## src/rtl/fetch_stage_pkg.sv

```systemverilog
// Shared widths, boot address and state encoding for the instruction fetch stage.
package fetch_stage_pkg;
  localparam int unsigned PC_W    = 32;
  localparam int unsigned WADDR_W = 30;
  localparam int unsigned INST_W  = 32;
  localparam logic [PC_W-1:0] RESET_PC_DEFAULT = 32'h0000_0000;

  typedef enum logic {
    BOOT = 1'b0,
    RUN  = 1'b1
  } fetch_state_t;
endpackage

```

## src/rtl/fetch_stage.sv

```systemverilog
// Instruction fetch stage: drives word addresses to a registered-output ROM and
// presents the returning instruction to decode with stall and redirect support.
module fetch_stage
  import fetch_stage_pkg::*;
#(
  parameter logic [PC_W-1:0] RESET_PC = RESET_PC_DEFAULT
) (
  input  logic               clk,
  input  logic               rst,
  output logic [WADDR_W-1:0] imem_addr,
  input  logic [INST_W-1:0]  imem_inst,
  input  logic               stall,
  input  logic               redirect_valid,
  input  logic [PC_W-1:0]    redirect_pc,
  output logic               if_valid,
  output logic [PC_W-1:0]    if_pc,
  output logic [INST_W-1:0]  if_inst,
  output logic [31:0]        fetch_count
);

  fetch_state_t    state;
  logic [PC_W-1:0] fetch_pc;
  logic            accept;
  logic            unused_redirect_lsbs;

  // Byte offset of the redirect target is meaningless for word fetch.
  assign unused_redirect_lsbs = ^redirect_pc[1:0];

  // fetch_pc tracks the address the ROM registered last cycle, so if_pc
  // always matches imem_inst without any extra pipeline register.
  always_comb begin
    imem_addr = RESET_PC[PC_W-1:2];
    if (!rst && state == RUN) begin
      if (redirect_valid)
        imem_addr = redirect_pc[PC_W-1:2];
      else if (stall)
        imem_addr = fetch_pc[PC_W-1:2];
      else
        imem_addr = fetch_pc[PC_W-1:2] + {{(WADDR_W-1){1'b0}}, 1'b1};
    end
  end

  assign accept   = (state == RUN) && !stall && !redirect_valid;
  assign if_valid = (state == RUN);
  assign if_pc    = fetch_pc;
  assign if_inst  = imem_inst;

  always_ff @(posedge clk) begin
    if (rst) begin
      state       <= BOOT;
      fetch_pc    <= RESET_PC;
      fetch_count <= '0;
    end else begin
      state    <= RUN;
      fetch_pc <= {imem_addr, 2'b00};
      if (accept)
        fetch_count <= fetch_count + 32'd1;
    end
  end

endmodule

```

## config.mk

```make
export PLATFORM = sky130hd
export DESIGN_NAME = fetch_stage
export DESIGN_NICKNAME = d
export VERILOG_FILES = /design/src/rtl/fetch_stage_pkg.sv /design/src/rtl/fetch_stage.sv
export SDC_FILE = /design/constraint.sdc
export NUM_CORES = 1
export LEC_CHECK = 0
export BUFFER_PORTS_ARGS = -buffer_cell sky130_fd_sc_hd__buf_2
export CORE_MARGIN = 2
export CORE_UTILIZATION = 45
export DETAILED_ROUTE_END_ITERATION = 7
export PLACE_DENSITY = 0.85
export SLEW_MARGIN = 20
export SYNTH_ARGS = -nofsm -noshare
export SYNTH_HDL_FRONTEND = slang
export SYNTH_SLANG_ARGS = --single-unit
```

## constraint.sdc

```tcl
create_clock -name clk -period 2.2 [get_ports clk]
set_input_delay 0.22 -clock clk [delete_from_list [all_inputs] [get_ports clk]]
set_output_delay 0.22 -clock clk [all_outputs]
set_load 0.005 [all_outputs]
```

; ---- Word-level counts from Yosys, hierarchy flattened
; Index checks and enable logic that the tools add are counted.
[classes]
n_reduce_logical = 6
n_mux = 4
addsub = 2
[ops]
columns = op, count
row1 = $mux W30, 3
row2 = $add A32 B1 Y32 const B, 1
row3 = $add A30 B1 Y30 const B, 1
row4 = $logic_and A1 B1 Y1, 3
row5 = $logic_not A1 Y1, 3
row6 = $mux W1, 1
[word_totals]
ff_bits = 65
out_inout_bits = 127
input_bits = 68

; ---- Logic depth before layout (Yosys ltp)
; Gate-level depths: netlist of the first run.
[depth]
word_depth = 4
depth_mapped = 8

; ---- Worst setup path before layout of the first run
; OpenSTA, ideal clock, no wires.
[synth_timing]
path_kind = flip-flop to output port
startpoint = reg fetch_pc[2] (netlist: if_pc[2])
endpoint = out imem_addr[20]
required_time_ns = 1.980
t_arrival_ns = 1.656
n_path_buf = 0
setup_slack_ns = 0.324
path_stages_with_launch = 7
cell_sequence = dfxtp_1 -> ha_1 -> nand4b_1 -> nor3_1 -> nand4_1 -> xor2_1 -> a21oi_1
[synth_via]
elab_chain_cells = 4
[synth_lines]
columns = item, line
row1 = from (decl), fetch_stage.sv:22  ; logic [PC_W-1:0] fetch_pc;
row2 = from (signal assigned), fetch_stage.sv:55  ; fetch_pc <= {imem_addr, 2'b00};
row3 = $add A30 B1 Y30, fetch_stage.sv:39  ; imem_addr = fetch_pc[PC_W-1:2] + {{(WADDR_W-1){1'b0}}, 1'b1};
row4 = $mux W30, fetch_stage.sv:36  ; else if (stall)
row5 = $mux W30, fetch_stage.sv:34  ; if (redirect_valid)
row6 = $mux W30, fetch_stage.sv:33  ; if (!rst && state == RUN) begin
row7 = to (decl), fetch_stage.sv:10  ; output logic [WADDR_W-1:0] imem_addr,
; Every way passes these cells.

; ---- Worst setup path after layout of the first run
[layout_timing]
startpoint = reg fetch_pc[3] (netlist: if_pc[3])
endpoint = out imem_addr[26]
; Same word-level chain as after synthesis.

==> impl_metrics.json, run 1 <==
{
  "status": "complete, but fails checks",
  "failed_checks": "negative setup slack",
  "synthToLayoutAreaGrowth_pct": 26.2,
  "die_h_um": 92.0,
  "place_area_um2": 3970,
  "synth_top_area_share_pct": 36.2,
  "fp.dieArea_um2": 8460,
  "cts_tree": "yes",
  "synth-seq-area-share_pct": 36.2,
  "wl_per_cell_um": 14.0,
  "cts.clk_slew.worst_paths_ps": 70,
  "p_clk_share_pct": 45.0,
  "setup_viol": 4,
  "p_comb_share_pct": 8.5,
  "synth_edf_count": 0,
  "synth_top_family_by_area": "simple AND/OR/NAND/NOR gates",
  "grt_pass1_vias": 3157,
  "cts-buffers-inserted": 9,
  "cts_sinks": 63,
  "swShare_pct": 25.5,
  "gp_congestion": 0.789,
  "antenna_found_initial": 0,
  "internal-power_mw": 1.91,
  "path_class": "reg -> out",
  "synth_area_leaders": "dfxtp_1, xnor2_1, a21oi_1, buf_4, nor2_1",
  "finalHoldViolCount": 0,
  "ys_ff_latch": 63,
  "min_to": "if_valid",
  "grt_use_met2_pct": 34.9,
  "htree_levels": 3,
  "r2r_start": "fetch_count[5]",
  "insertion_delay_ps": 340,
  "antenna_left": 0,
  "yosys.area.top_type": "dfxtp_1",
  "die_x_um": 92.0,
  "crit_arrival_ps": 2020,
  "leakage_nw": 1.81,
  "min_path_cells": 2,
  "r2r_setup_slack_ps": 200,
  "synthMuxAreaShare_pct": 0.575,
  "synth_cell_types": 34,
  "final_cell_area_um2": 4400,
  "grt_first_pass_wirelength_um": 14200,
  "avgSynthCellArea_um2": 8.01,
  "syn_area_um2": 3480,
  "path_cells": "ha_4 -> nand4b_1 -> nor3_2 -> buf_6 -> nand4_1 -> xor2_1 -> a21oi_1 -> buf_2",
  "ir_drop_v": 0.000370,
  "synthCells": 435,
  "cts_hold_buf": 0,
  "async_reset_ff_share_pct": 0,
  "timing.max_slew.rel_slack_pct": 61.5,
  "core_area_um2": 7610,
  "seqPwrFrac_pct": 46.5,
  "powerDensity_nw_per_um2": 584,
  "drv_slew": 0,
  "grt_setup_unrepaired": "yes",
  "crit_path_max_fanout": 7,
  "worstHoldStart": "rst",
  "worst_slack_ps": -35.0,
  "hold_class": "in -> reg",
  "synth_top_flop_cell": "dfxtp_1",
  "drc_errors": 0,
  "ys_warn_count": 0,
  "synth_xor_area_share_pct": 13.3,
  "synthSimpleGateAreaFrac_pct": 24.9,
  "portBuffers": 126,
  "n_antenna_cell": 0,
  "grt_max_degree": 72,
  "worst_pin_slew_ps": 576,
  "fin_nets": 606,
  "worstSetupEndpointType": "output port",
  "cts_root_buf": "clkbuf_8",
  "stdcell_count": 643,
  "crit_required_ps": 1980,
  "grtUsageTotal_pct": 20.2,
  "final_layout_size_suffix_gt1_share_pct": 36.8,
  "max_stage_delay_ps": 370,
  "power.total_mw": 2.57,
  "use_met3_pct": 6.00,
  "clockBufferDepth": 2,
  "io_pins": 195,
  "max-cap-violations": 0,
  "synthAdderAreaFrac_pct": 0.718,
  "dp.cells": 617,
  "critPathLaunchType": "flip-flop",
  "max_clock_freq_mhz": 447,
  "rows": 32,
  "finalWirelength_um": 9010,
  "via_count": 3441,
  "overflow": 0,
  "p_switching_mw": 0.654,
  "grtUsageMet1_pct": 23.8,
  "start_util_pct": 45.8,
  "reg2reg_depth": 6,
  "fin_crit_sh_pct": 102,
  "firstDrtPassIters": 4,
  "cpMaxStageDelayCell": "dfxtp_4",
  "gr-max-usage-layer": "met2",
  "hpwl_um": 6330,
  "timing.final.crit_period_ps": 2240,
  "synth_compound_area_share_pct": 12.7,
  "first_iter_violations": 188,
  "skew_ps": 13.0,
  "viasPerCell": 5.35,
  "r2r_end": "fetch_count[31]"
}
## cell usage in the layout (no fill, tap or decap), types with 13 or more instances in the layout
master | netlist | layout
buf_2 | 3 | 126
a21oi_1 | 53 | 53
nor2_1 | 52 | 51
dfxtp_1 | 63 | 49
xnor2_1 | 32 | 32
o21ai_0 | 27 | 27
xor2_1 | 21 | 20
nand4_1 | 19 | 19
nand2_1 | 19 | 19
nand3_1 | 17 | 15
buf_4 | 34 | 15
nor3_1 | 16 | 13
## critical path, delay by kind of cell (launching register included)
| family | cells | cell delay [ps] |
|---|---|---|
| xor+xnor | 1 | 200 |
| flops | 1 | 370 |
| buf+inv | 2 | 300 |
| compound gates | 1 | 140 |
| simple gates | 3 | 550 |
| fa+ha+maj | 1 | 130 |
## cell families after synthesis
| group | after synthesis |
|---|---|
| other | 1 |
| DFF | 63 |
| muxes | 2 |
| and+or+nand+nor | 161 |
| buffers and inverters | 67 |
| adders and majority gates | 2 |
| AOI/OAI and AO/OA | 86 |
| xor gates and xnor gates | 53 |
## through the flow
| stage | hold slack [ps] | setup TNS [ps] | setup slack (ps) | util [%] |
|---|---|---|---|---|
| final | 105 | -110 | -35.0 | 57.8 |
| after global routing | 88.4 | -1310 | -164 | 57.8 |
| after CTS | 90.8 | 0 | 9.84 | 55.5 |
| after detailed placement | 440 | 0 | 208 | 52.2 |
| after global placement | 421 | 0 | 223 | 52.2 |
| after floorplan | 377 | 0 | 324 | - |
## area by class of cell
class                      count  area (µm²)
sequential                    63        1290
clock buffer                   9         124
multi-input combinational    306        1890
tap                          102         128
timing repair buffer         146         826
clock inverter                 7         103
inverter                      10        37.5
fill                         680        3210
## power by group through the flow
stage	Clock (mW)	Sequential, mW	Combinational, mW
detailed placement	0	1.22	0.210
floorplan	0	1.22	0.158
global placement	0	1.22	0.204
global route	1.24	1.20	0.244
CTS	1.18	1.20	0.211
finish	1.16	1.20	0.217
## how the worst max path moves through the flow
| stage | cells past startpoint | from | slack, ps | to |
|---|---|---|---|---|
| 4_1_cts | 8 | if_pc[2] | 10 | imem_addr[26] |
| 3_3_place_gp | 8 | stall | 220 | imem_addr[19] |
| 5_1_grt | 8 | if_pc[3] | -160 | imem_addr[26] |
| 2_1_floorplan | 6 | if_pc[2] | 320 | imem_addr[20] |
| 6_report | 8 | if_pc[3] | -40 | imem_addr[26] |
| 3_5_place_dp | 6 | fetch_count[5] | 210 | fetch_count[31] |
## metal layers
layer	part of all wire [%]	vias to the layer above
li1	-	1680
met1	41	1636
met2	52	111
met3	5.6	14
met4	1.3	0
met5	0	-
## cell usage after synthesis, types with 2 or more instances
library cell  instances
nor3_1               16
a21oi_1              53
nand3_1              17
clkbuf_1             18
buf_4                34
nor2_1               52
inv_1                 9
xnor2_1              32
and4_1                8
o21ai_0              27
and4b_1               2
a211oi_1              4
a31oi_1               2
nor3_2                8
ha_1                  2
buf_6                 2
nand2_1              19
and3_1                5
xor2_1               21
dfxtp_1              63
nor2b_1               2
mux2i_1               2
or3_1                 6
buf_2                 3
nand4_1              19
## registers in the layout (all words and copies together) (netlist names)
signal and cells:
fetch_count 32, if_pc 30, if_valid 1
## timing repair
| item | in CTS | in global routing |
|---|---|---|
| gates cloned | 0 | 0 |
| gates resized for setup | 12 | 22 |
| endpoints found under the setup margin | 16 | 20 |
| pin swaps | 1 | 23 |
| buffers inserted | 0 | 10 |
Note: power is estimated with default switching activity, not from simulation.
==> run 2: changes to the inputs <==
clock period = 2.6 ns   (was 2.2 ns; I/O delays follow)
==> impl_metrics.json, run 2 (synthesis gave the netlist of run 1 again) <==
{
  "status": "finished clean",
  "core_area_um2": 7610,
  "min_to": "if_pc[6]",
  "place_area_um2": 3940,
  "worst_slack_ps": 225,
  "finalWirelength_um": 8600,
  "worstSetupEndpointType": "output port",
  "fin_nets": 591,
  "start_util_pct": 45.8,
  "post_cts_buffers": 0,
  "viasPerCell": 5.32,
  "worstHoldStart": "redirect_pc[6]",
  "htree_levels": 3,
  "path_cells": "and4b_1 -> and4_4 -> nand2_1 -> xor2_1 -> a211oi_1 -> buf_2",
  "grt_first_pass_wirelength_um": 14400,
  "leakage_nw": 1.71,
  "synthToLayoutAreaGrowth_pct": 18.3,
  "die_x_um": 92.0,
  "drc_errors": 0,
  "multi_input_area_um2": 1830,
  "cpMaxStageDelayCell": "dfxtp_1",
  "rows": 32,
  "overflow": 0,
  "crit_path_max_fanout": 8,
  "antenna_found_initial": 0,
  "io_pins": 195,
  "skew_ps": 12.3,
  "r2r_end": "fetch_count[21]",
  "grt_max_degree": 72,
  "hpwl_um": 6270,
  "largest_register_ffs": 32,
  "fin_crit_sh_pct": 91.4,
  "regMostFlops": "fetch_count",
  "timing.max_slew.rel_slack_pct": 53.6,
  "r2r_setup_slack_ps": 380,
  "insertion_delay_ps": 340,
  "max_clock_freq_mhz": 421,
  "cts-buffers-inserted": 9,
  "cts.clk_slew.worst_paths_ps": 70,
  "finalHoldViolCount": 0,
  "clockBufferDepth": 2,
  "grt_pass1_vias": 3199,
  "die_h_um": 92.0,
  "gp_congestion": 0.798,
  "path_class": "reg -> out",
  "reg2reg_depth": 4,
  "critPathLaunchType": "flip-flop",
  "cts_sinks": 63,
  "grt_setup_unrepaired": "no",
  "via_count": 3338,
  "final_cell_area_um2": 4120,
  "final_common_cell": "buf_2",
  "fillCellCount": 732,
  "cts_tree": "yes",
  "first_iter_violations": 140,
  "antenna_left": 0,
  "ir_drop_v": 0.000302,
  "setup_viol": 0,
  "min_path_cells": 3,
  "final_layout_size_suffix_gt1_share_pct": 30.2,
  "portBuffers": 126,
  "grtUsageTotal_pct": 20.5,
  "crit_arrival_ps": 2120,
  "timing.final.crit_period_ps": 2380,
  "hold_class": "in -> reg",
  "n_antenna_cell": 0,
  "register_area_um2": 1260,
  "firstDrtPassIters": 5,
  "wl_per_cell_um": 13.7,
  "max-cap-violations": 0,
  "cts_root_buf": "clkbuf_8",
  "crit_required_ps": 2340,
  "final_cell_mix": "buf_2, dfxtp_1, a21oi_1",
  "fp.dieArea_um2": 8460,
  "tns_ps": 0,
  "max_stage_delay_ps": 400,
  "drv_slew": 0,
  "worst_pin_slew_ps": 696,
  "pre_cts_ws_ps": 385,
  "powerDensity_nw_per_um2": 479,
  "r2r_start": "fetch_count[5]"
}
run 2: worst max-delay path by stage:
stage	startpoint	to	slack, ps	cells past startpoint
6_report	if_pc[4]	imem_addr[17]	220	6
5_1_grt	if_pc[4]	imem_addr[17]	20	6
4_1_cts	if_pc[4]	imem_addr[17]	60	6
3_5_place_dp	stall	imem_addr[17]	390	7
3_3_place_gp	stall	imem_addr[17]	370	7
2_1_floorplan	stall	imem_addr[17]	680	8
run 2: repair_timing:
item | CTS | global route
gates resized for setup | 0 | 2
hold buffers | 0 | 0
setup endpoints to repair | 0 | 3
run 2: worst max-delay path, delay by kind of cell, from the launching register on:
kind            cells  cell delay, ps
flops               1             400
simple gates        3             760
xor+xnor            1             170
compound gates      1             270
buf+inv             1             170
run 2: stage by stage:
step | power, mW | cells | utilization, % | hold WS [ps]
2_1_floorplan | 1.16 | 436 | - | 417
3_3_place_gp | 1.20 | 612 | 51.7 | 502
3_5_place_dp | 1.21 | 612 | 51.7 | 510
4_1_cts | 1.99 | 628 | 54.1 | 157
5_1_grt | 2.06 | 628 | 54.2 | 189
6_report | 1.97 | 628 | 54.2 | 172
run 2: per-layer routing:
layer | track usage [%] | up-vias | wire length [µm]
met1 | 24.2 | 1555 | 3600
met2 | 35.0 | 124 | 4280
met5 | 0 | - | 0
met3 | 6.08 | 16 | 592
met4 | 7.84 | 0 | 129
li1 | - | 1643 | -
run 2: cell type report:
class | count | share of cell area [%]
clock buffer | 10 | 3.34
clock inverter | 6 | 1.12
inverter | 10 | 0.911
multi-input combinational | 306 | 44.4
sequential | 63 | 30.6
tap | 102 | 3.10
timing repair buffer | 131 | 16.5
run 2: power breakdown:
group / total, mW / internal [mW] / switching [mW]
sequential: 1.01 / 0.986 / 0.0259
clock: 0.786 / 0.375 / 0.412
combinational: 0.174 / 0.0774 / 0.0969
